**src/rtl/alu_pkg.sv**
```systemverilog
// Shared ALU control codes and execution-unit state encoding.
// Optional feature macro: ALU_NOR_EN (adds the NOR op code).
package alu_pkg;

    localparam logic [3:0] ALU_AND  = 4'b0000;
    localparam logic [3:0] ALU_OR   = 4'b0001;
    localparam logic [3:0] ALU_ADD  = 4'b0010;
    localparam logic [3:0] ALU_SUB  = 4'b0110;
    localparam logic [3:0] ALU_SLT  = 4'b0111;
    localparam logic [3:0] ALU_SRL  = 4'b1001;
    localparam logic [3:0] ALU_SLTU = 4'b1111;
`ifdef ALU_NOR_EN
    localparam logic [3:0] ALU_NOR  = 4'b1100;
`endif

    typedef enum logic {
        IDLE  = 1'b0,
        SHIFT = 1'b1
    } state_t;

endpackage

```
**src/rtl/alu_exec_unit_comb.sv**
```systemverilog
// Single-cycle ALU datapath: result and signed overflow for one op code.
// Optional feature macro: ALU_NOR_EN (code 1100 computes ~(a | b)).
module alu_comb
    import alu_pkg::*;
#(
    parameter int WIDTH = 32
) (
    input  logic [3:0]       op,
    input  logic [WIDTH-1:0] a,
    input  logic [WIDTH-1:0] b,
    output logic [WIDTH-1:0] result,
    output logic             overflow
);

    logic [WIDTH-1:0] sum;
    logic [WIDTH-1:0] diff;

    assign sum  = a + b;
    assign diff = a - b;

    // Select the op result; unknown codes behave as ADD.
    always_comb begin
        result   = sum;
        overflow = (a[WIDTH-1] == b[WIDTH-1]) && (sum[WIDTH-1] != a[WIDTH-1]);
        case (op)
            ALU_AND:  begin result = a & b; overflow = 1'b0; end
            ALU_OR:   begin result = a | b; overflow = 1'b0; end
            ALU_SUB:  begin
                result   = diff;
                overflow = (a[WIDTH-1] != b[WIDTH-1]) && (diff[WIDTH-1] != a[WIDTH-1]);
            end
            ALU_SLT:  begin
                result   = {{(WIDTH-1){1'b0}}, ($signed(a) < $signed(b))};
                overflow = 1'b0;
            end
            ALU_SLTU: begin
                result   = {{(WIDTH-1){1'b0}}, (a < b)};
                overflow = 1'b0;
            end
            // Only reached with a zero shift amount; nonzero shifts run iteratively.
            ALU_SRL:  begin result = a; overflow = 1'b0; end
`ifdef ALU_NOR_EN
            ALU_NOR:  begin result = ~(a | b); overflow = 1'b0; end
`endif
            default:  ;
        endcase
    end

endmodule

```
**src/rtl/alu_exec_unit.sv**
```systemverilog
// ALU execution unit: single-cycle logical/arithmetic ops and an iterative
// 1-bit-per-cycle SRL, with start/busy/done handshake and registered flags.
// Optional feature macro: ALU_NOR_EN (code 1100 computes ~(a | b)).
module alu_exec_unit
    import alu_pkg::*;
#(
    parameter int WIDTH   = 32,
    parameter int SHAMT_W = 5
) (
    input  logic               clk,
    input  logic               reset,
    input  logic               start,
    input  logic [3:0]         aluControl,
    input  logic [WIDTH-1:0]   a,
    input  logic [WIDTH-1:0]   b,
    input  logic [SHAMT_W-1:0] shamt,
    output logic               busy,
    output logic               done,
    output logic [WIDTH-1:0]   result,
    output logic               zero,
    output logic               overflow
);

    state_t             state;
    logic [WIDTH-1:0]   shreg;
    logic [SHAMT_W-1:0] cnt;
    logic [WIDTH-1:0]   comb_result;
    logic               comb_ovf;

    alu_comb #(.WIDTH(WIDTH)) u_comb (
        .op       (aluControl),
        .a        (a),
        .b        (b),
        .result   (comb_result),
        .overflow (comb_ovf)
    );

    // Control FSM, shifter, counter and registered outputs.
    always_ff @(posedge clk or posedge reset) begin
        if (reset) begin
            state    <= IDLE;
            busy     <= 1'b0;
            done     <= 1'b0;
            result   <= '0;
            zero     <= 1'b0;
            overflow <= 1'b0;
            shreg    <= '0;
            cnt      <= '0;
        end else begin
            done <= 1'b0;
            case (state)
                IDLE: begin
                    if (start) begin
                        if (aluControl == ALU_SRL && shamt != '0) begin
                            shreg <= a;
                            cnt   <= shamt;
                            busy  <= 1'b1;
                            state <= SHIFT;
                        end else begin
                            result   <= comb_result;
                            zero     <= (comb_result == '0);
                            overflow <= comb_ovf;
                            done     <= 1'b1;
                        end
                    end
                end
                SHIFT: begin
                    shreg <= shreg >> 1;
                    cnt   <= cnt - SHAMT_W'(1);
                    // Final step writes the last shifted value directly to result.
                    if (cnt == SHAMT_W'(1)) begin
                        result   <= shreg >> 1;
                        zero     <= ((shreg >> 1) == '0);
                        overflow <= 1'b0;
                        done     <= 1'b1;
                        busy     <= 1'b0;
                        state    <= IDLE;
                    end
                end
                default: state <= IDLE;
            endcase
        end
    end

endmodule
```
**config.mk**
```make
export PLATFORM = sky130hd
export DESIGN_NAME = alu_exec_unit
export DESIGN_NICKNAME = d
export VERILOG_FILES = /design/src/rtl/alu_pkg.sv /design/src/rtl/alu_exec_unit_comb.sv /design/src/rtl/alu_exec_unit.sv
export SDC_FILE = /design/constraint.sdc
export NUM_CORES = 1
export LEC_CHECK = 0
export ABC_AREA = 1
export BUFFER_PORTS_ARGS = -buffer_cell sky130_fd_sc_hd__clkbuf_2
export CORE_UTILIZATION = 55
export CTS_CLUSTER_SIZE = 20
export DETAILED_ROUTE_END_ITERATION = 7
export GPL_ROUTABILITY_DRIVEN = 1
export GPL_TIMING_DRIVEN = 0
export PLACE_DENSITY = 0.76
export SLEW_MARGIN = 40
export SYNTH_ARGS = -nofsm -noshare
export SYNTH_HDL_FRONTEND = slang
export SYNTH_SLANG_ARGS = --single-unit
export TNS_END_PERCENT = 10
```
**constraint.sdc**
```tcl
create_clock -name clk -period 3.3 [get_ports clk]
set_input_delay 0.33 -clock clk [delete_from_list [all_inputs] [get_ports clk]]
set_output_delay 0.33 -clock clk [all_outputs]
set_load 0.02 [all_outputs]
```
==> results_dict.tcl, run 1 <==
set metrics [dict create \
    cts_tree "built" \
    grt_max_degree 57 \
    synth_area_mm2 0.0101 \
    ys_types 39 \
    via_per_inst 5.57 \
    irDropWorstVdd_v 0.000861 \
    yosys_warnings 0 \
    routedWlPerCell_um 18.0 \
    start_util 0.563 \
    hold_path_class "input pin to flip-flop" \
    worst_pin_slew_ns 0.850 \
    cp-start-kind "input pin" \
    clk_pin_slew_worst_paths_ns 0.06 \
    run_status "complete, no violations" \
    syn-instance-count 1738 \
    num_rows 49 \
    max_stage_delay_ns 0.55 \
    antenna_left 0 \
    yosysTopAreaCellShare 0.200 \
    antenna_found_initial 0 \
    die_w_um 138 \
    fin_crit_sh 0.918 \
    synthTopCellsByArea "nand2_1 20%, dfrtp_1 18%, inv_1 13%, ha_1 12%, nand3_1 6.6%" \
    grt-ovfl-total 0 \
    gp_congestion 1.00 \
    synth-edff-count 0 \
    ys.flop_type "dfrtp_1" \
    die_area_mm2 0.0189 \
    relSlewSlack 0.433 \
    drtPass1Iterations 5 \
    synth.largest_area_cell "nand2_1" \
    cp.arrival_ns 3.29 \
    dp_hpwl_mm 31.1 \
    num_io_pins 112 \
    async_reset_ff_frac 1.00 \
    worst-path-buf-inv 1 \
    die_h_um 138 \
    mostFrequentLayoutCell "nand2_1" \
    end_kind "flip-flop" \
    post_cts_buffers 0 \
    grt_pass1_vias 10500 \
    layout-drive-gt1-share 0.122 \
    path_class "input pin to flip-flop" \
    cts-root-buf "clkbuf_16" \
    p_total_mw 5.78 \
    cp_common_cell "nand2_1" \
    skew_ns 0.00668 \
    drt_first_iter_violations 1122 \
    via_count 11700 \
    insertion_delay_ns 0.34 \
    p_per_area_mw_per_mm2 511 \
    leakage_nw 6.60 \
    tns_ns 0 \
    area_delta_synth_final_pct 11.9 \
    ys_ff_latch 73 \
    drt_wl_total_mm 37.7 \
    htree_levels 3 \
    layout_common_cells "540 x nand2_1, 347 x inv_1, 165 x nor2_1, 133 x nand3_1, 112 x clkbuf_2" \
    io_buffers 111 \
    drc 0 \
    drv_cap 0 \
    slowest_stage "fa_1" \
    final_max_slew_viol_count 0 \
    clkSinkCount 73 \
    cts_resized 0 \
    critPathMaxFanout 5 \
    avgSynthCellArea_um2 5.82 \
    clk_path_buf_depth 2 \
    cts_made_buffers 9 \
    antennaDiodeCount 0 \
    crit_family "simple AND/OR/NAND/NOR gates" \
    fin_nets 2038 \
    rsz0062_at_grt "false" \
    worstPathRequired_ns 3.56 \
    setup_violations 0 \
    cp_cell_sequence "clkbuf_2 > ha_1 > fa_1 > nand3_1 > nand3_1 > nand2_1 > nand2_1 > nand2_1 > nand2_1 > xor2_1 > nand2_1 > nand3_1 > nor2_1 > nand3_1 > nor2_1 > nand4_1 > a21oi_1" \
    fmax_mhz 330 \
    core-area_mm2 0.0180 \
    syn-num-nets 1914 \
    min_period_ns 3.03 \
    synth-seq-area-share 0.181 \
    finalHoldViolations 0 \
    track_usage 0.406 \
    grt_first_pass_wirelength_mm 56.7 \
]
## area by class of cell
class | instances | area (µm²)
buffer | 61 | 380
clock buffer | 10 | 239
clock inverter | 5 | 80.1
fill | 1808 | 6650
inverter | 356 | 1340
multi-input combinational | 1248 | 6570
sequential | 73 | 1830
tap | 229 | 287
timing repair buffer | 113 | 593
## metal layers
metal,GRT usage,routed length [µm],up-vias
met1,0.544,15700,5336
met5,0,0,-
li1,-,-,5686
met2,0.655,16900,578
met3,0.0773,4260,68
met4,0.122,933,0
## worst register-to-register path, cell delays in order (launching register included)
cell      delay [ns]
dfrtp_1         0.37
clkbuf_1        0.41
nand4_1         0.26
nand2_1         0.31
clkbuf_1        0.47
nor2_1          0.10
a31oi_1         0.16
## worst paths after layout
| kind | cells past startpoint | from | endpoint | slack (ns) |
|---|---|---|---|---|
| setup / recovery | 17 | a[0] | zero | 0.27 |
| hold / removal | 3 | shamt[1] | cnt[1] | 0.27 |
| setup reg to reg | 6 | state | result[16] | 1.13 |
| hold reg to reg | 2 | result[0] | result[0] | 0.48 |
| max in group asynchronous | 4 | reset | shreg[8] | 2.32 |
| min in group asynchronous | 3 | reset | result[21] | 0.47 |
## cell families (layout without fill, tap and decap cells)
logic type	Yosys count	in the layout	synth area share
fa+ha+maj	100	100	0.125
simple gates	927	927	0.385
xor+xnor	8	8	0.00693
compound gates	213	213	0.132
buf+inv	417	545	0.170
flops	73	73	0.181
## cells in the mapped netlist, types with 10 or more instances
library cell / number
nor2_1: 165
o221ai_1: 29
a21oi_1: 66
a31oi_1: 31
buf_4: 15
dfrtp_1: 73
clkbuf_1: 16
nor3_1: 11
nor2_2: 22
nand2_2: 13
o21ai_0: 36
buf_6: 10
inv_1: 348
ha_1: 98
o22ai_1: 20
a221oi_1: 12
nand4_1: 25
nand2_1: 540
nand3_1: 133
buf_2: 15
## power breakdown
group          internal, mW  leakage (nW)  switching (mW)
sequential             1.31         0.909           0.243
combinational          1.01          5.54            2.18
clock                 0.676         0.151           0.364
## sequential cells by signal (all words and copies together), names as in the netlist
| register | cells |
|---|---|
| result | 32 |
| busy | 1 |
| cnt | 5 |
| zero | 1 |
| shreg | 31 |
| overflow | 1 |
| state | 1 |
| done | 1 |
## what timing repair did
| action | in CTS | in global routing |
|---|---|---|
| setup endpoints to repair | 0 | 0 |
| hold buffers | 1 | 0 |
| hold endpoints to repair | 17 | 0 |
## through the flow
step / hold slack, ns / std cells / cell area [µm²] / util / setup slack [ns]
final: 0.272 / 2095 / 11300 / 0.630 / 0.270
after global routing: 0.288 / 2095 / 11300 / 0.630 / 0.116
after CTS: 0.271 / 2095 / 11300 / 0.630 / 0.370
after detailed placement: 0.266 / 2079 / 11000 / 0.612 / 0.0281
after global placement: 0.465 / 2078 / 11000 / 0.610 / 0.0451
after floorplan: 0.466 / 1738 / 10100 / - / 1.06
Note: power is estimated with default switching activity, not from simulation.
==> run 2, diff against run 1 <==
--- a/config.mk
+++ b/config.mk
@@ -5,7 +5,6 @@
 export SDC_FILE = /design/constraint.sdc
 export NUM_CORES = 1
 export LEC_CHECK = 0
-export ABC_AREA = 1
 export BUFFER_PORTS_ARGS = -buffer_cell sky130_fd_sc_hd__clkbuf_2
 export CORE_UTILIZATION = 55
 export CTS_CLUSTER_SIZE = 20
==> results_dict.tcl, run 2 <==
set metrics [dict create \
    p_total_mw 6.11 \
    drv_cap 0 \
    fin_cells 1659 \
    clk_pin_slew_worst_paths_ns 0.06 \
    fmax_mhz 294 \
    syn-instance-count 1290 \
    largest_reg_flops 32 \
    tns_ns -0.106 \
    cp-start-kind "input pin" \
    grt_max_degree 53 \
    synth.most_common_cell "nand2_1" \
    dpl_cell_area_mm2 0.0103 \
    rsz0062_at_grt "true" \
    grt-ovfl-total 0 \
    run_status "complete, but fails checks" \
    fin_nets 1611 \
    swShare 0.480 \
    p_comb_frac 0.563 \
    routedWlPerCell_um 23.5 \
    fin_crit_sh 1.03 \
    p_per_area_mw_per_mm2 533 \
    final_max_slew_viol_count 0 \
    ys_ff_latch 73 \
    yosysTopAreaCellShare 0.195 \
    largest-register "result" \
    layout-drive-gt1-share 0.218 \
    min_period_ns 3.40 \
    r2r-start "state" \
    worstPathRequired_ns 3.51 \
    grt_first_pass_wirelength_mm 59.7 \
    power.share.clock 0.168 \
    finalHoldViolations 0 \
    post-place-ws_ns -1.08 \
    cp.arrival_ns 3.62 \
    pwr-share-seq 0.269 \
    violations "setup timing" \
    gp_congestion 1.05 \
    drt_first_iter_violations 1342 \
    clk_path_buf_depth 2 \
    end_kind "flip-flop" \
    die_area_mm2 0.0176 \
    mostFrequentLayoutCell "nand2_1" \
    worst_pin_slew_ns 0.907 \
    synthTopCellsByCount "134 x nand2_1, 123 x nor2_1, 113 x a21oi_1" \
    synth_area_mm2 0.00938 \
    relSlewSlack 0.393 \
    ys.flop_type "dfrtp_1" \
    largest_registers "result: 32 flops, shreg: 31 flops, cnt: 5 flops" \
    num_rows 47 \
    synth.largest_area_cell "dfrtp_1" \
    yosys_warnings 0 \
    grt_pass1_vias 10500 \
    cp_cell_sequence "clkbuf_1 > nor2_1 > nand2_1 > buf_2 > buf_2 > buf_2 > a21o_1 > a31oi_1 > nor2_1 > nand4_1 > nor4_2 > nand4_1 > o31ai_2" \
    regArea_mm2 0.00183 \
    skew_ns 0.00579 \
    path_class "input pin to flip-flop" \
    multi_input_area_mm2 0.00743 \
    drc 0 \
    intPower_mw 3.18 \
    setup_slack_ns -0.103 \
    ys_types 94 \
    start_util 0.564 \
    insertion_delay_ns 0.34 \
    synth-seq-area-share 0.195 \
    synthTopCellsByArea "dfrtp_1 19%, ha_1 13%, a21oi_1 6.0%, nand2_1 5.4%, nor2_1 4.9%" \
    die_w_um 133 \
    cts_made_buffers 9 \
    dp_hpwl_mm 30.0 \
    synth-edff-count 0 \
    cts_tree "built" \
    area_delta_synth_final_pct 22.1 \
    via_count 11100 \
    num_io_pins 112 \
    cp_common_cell "buf_2" \
    min-delay-start "shamt[2]" \
    fin_hold_ws_ns 0.269 \
    crit_start "aluControl[0]" \
    layout_common_cells "133 x nand2_1, 120 x nor2_1, 112 x clkbuf_2, 102 x a21oi_1, 102 x inv_1" \
    finalInstanceArea_mm2 0.0115 \
    die_h_um 133 \
    avgSynthCellArea_um2 7.27 \
    antenna_found_initial 0 \
    clkSinkCount 73 \
    htree_levels 3 \
    post-route-util 0.689 \
    antennaDiodeCount 0 \
    syn-num-nets 1466 \
    setup_violations 3 \
    irDropWorstVdd_v 0.000510 \
    dp_cells 1619 \
    core-area_mm2 0.0166 \
    drt_wl_total_mm 39.0 \
    antenna_left 0 \
    cts-root-buf "clkbuf_16" \
    drtPass1Iterations 6 \
    max_stage_delay_ns 0.76 \
    via_per_inst 6.70 \
    track_usage 0.444 \
    critPathMaxFanout 10 \
    n_fill_cell 1467 \
    p_switching_mw 2.93 \
    async_reset_ff_frac 1.00 \
    hold_path_class "input pin to flip-flop" \
    slowest_stage "nor2_1" \
    leakage_nw 5.18 \
    io_buffers 107 \
]
run 2: power by group through the flow:
stage | registers (mW) | clock network, mW | logic, mW
finish | 1.64 | 1.03 | 3.44
global route | 1.67 | 1.07 | 3.67
CTS | 1.62 | 1.03 | 3.25
detailed placement | 1.63 | 0 | 3.07
global placement | 1.61 | 0 | 2.99
floorplan | 1.80 | 0 | 1.80
run 2: final cells by class:
| cell class | instances | share of cell area |
|---|---|---|
| repair buffers | 135 | 0.0692 |
| multi-input cells | 1023 | 0.648 |
| inverters | 109 | 0.0364 |
| clock inverters | 6 | 0.00732 |
| plain buffers | 84 | 0.0357 |
| flip-flops and latches | 73 | 0.159 |
| well taps | 220 | 0.0240 |
| clock buffers | 9 | 0.0197 |
run 2: final timing paths:
kind | to | slack [ns] | cells past startpoint
worst max register to register | zero | 0.18 | 11
max in group asynchronous | shreg[30] | 2.29 | 4
worst max-delay path | zero | -0.10 | 13
worst min register to register | result[12] | 0.49 | 1
worst min-delay path | cnt[2] | 0.27 | 3
min in group asynchronous | shreg[8] | 0.49 | 3
run 2: critical path, delay by kind of cell:
| kind | cells | cell delay, ns |
|---|---|---|
| simple gates | 6 | 1.56 |
| buf+inv | 4 | 1.06 |
| compound gates | 3 | 0.65 |
run 2: what timing repair did:
item / in CTS / in global routing
pin swaps: 31 / 27
resized for setup: 100 / 69
endpoints found under the setup margin: 16 / 23
setup buffers: 17 / 8
hold buffers: 1 / 0
hold endpoints to repair: 21 / 0
run 2: cells by family (layout without fill, tap and decap cells):
family,count (synthesis),count (layout),synth area share
AOI/OAI and AO/OA,466,466,0.333
xor gates and xnor gates,6,6,0.00560
adders and majority gates,100,100,0.135
buffers and inverters,194,343,0.0828
DFF,73,73,0.195
muxes,33,33,0.0372
and+or+nand+nor,418,418,0.212
run 2: routing by layer:
| metal | GRT usage | part of all wire |
|---|---|---|
| met1 | 0.573 | 0.39 |
| met2 | 0.694 | 0.44 |
| met3 | 0.0912 | 0.11 |
| met4 | 0.240 | 0.059 |
| met5 | 0 | 0 |
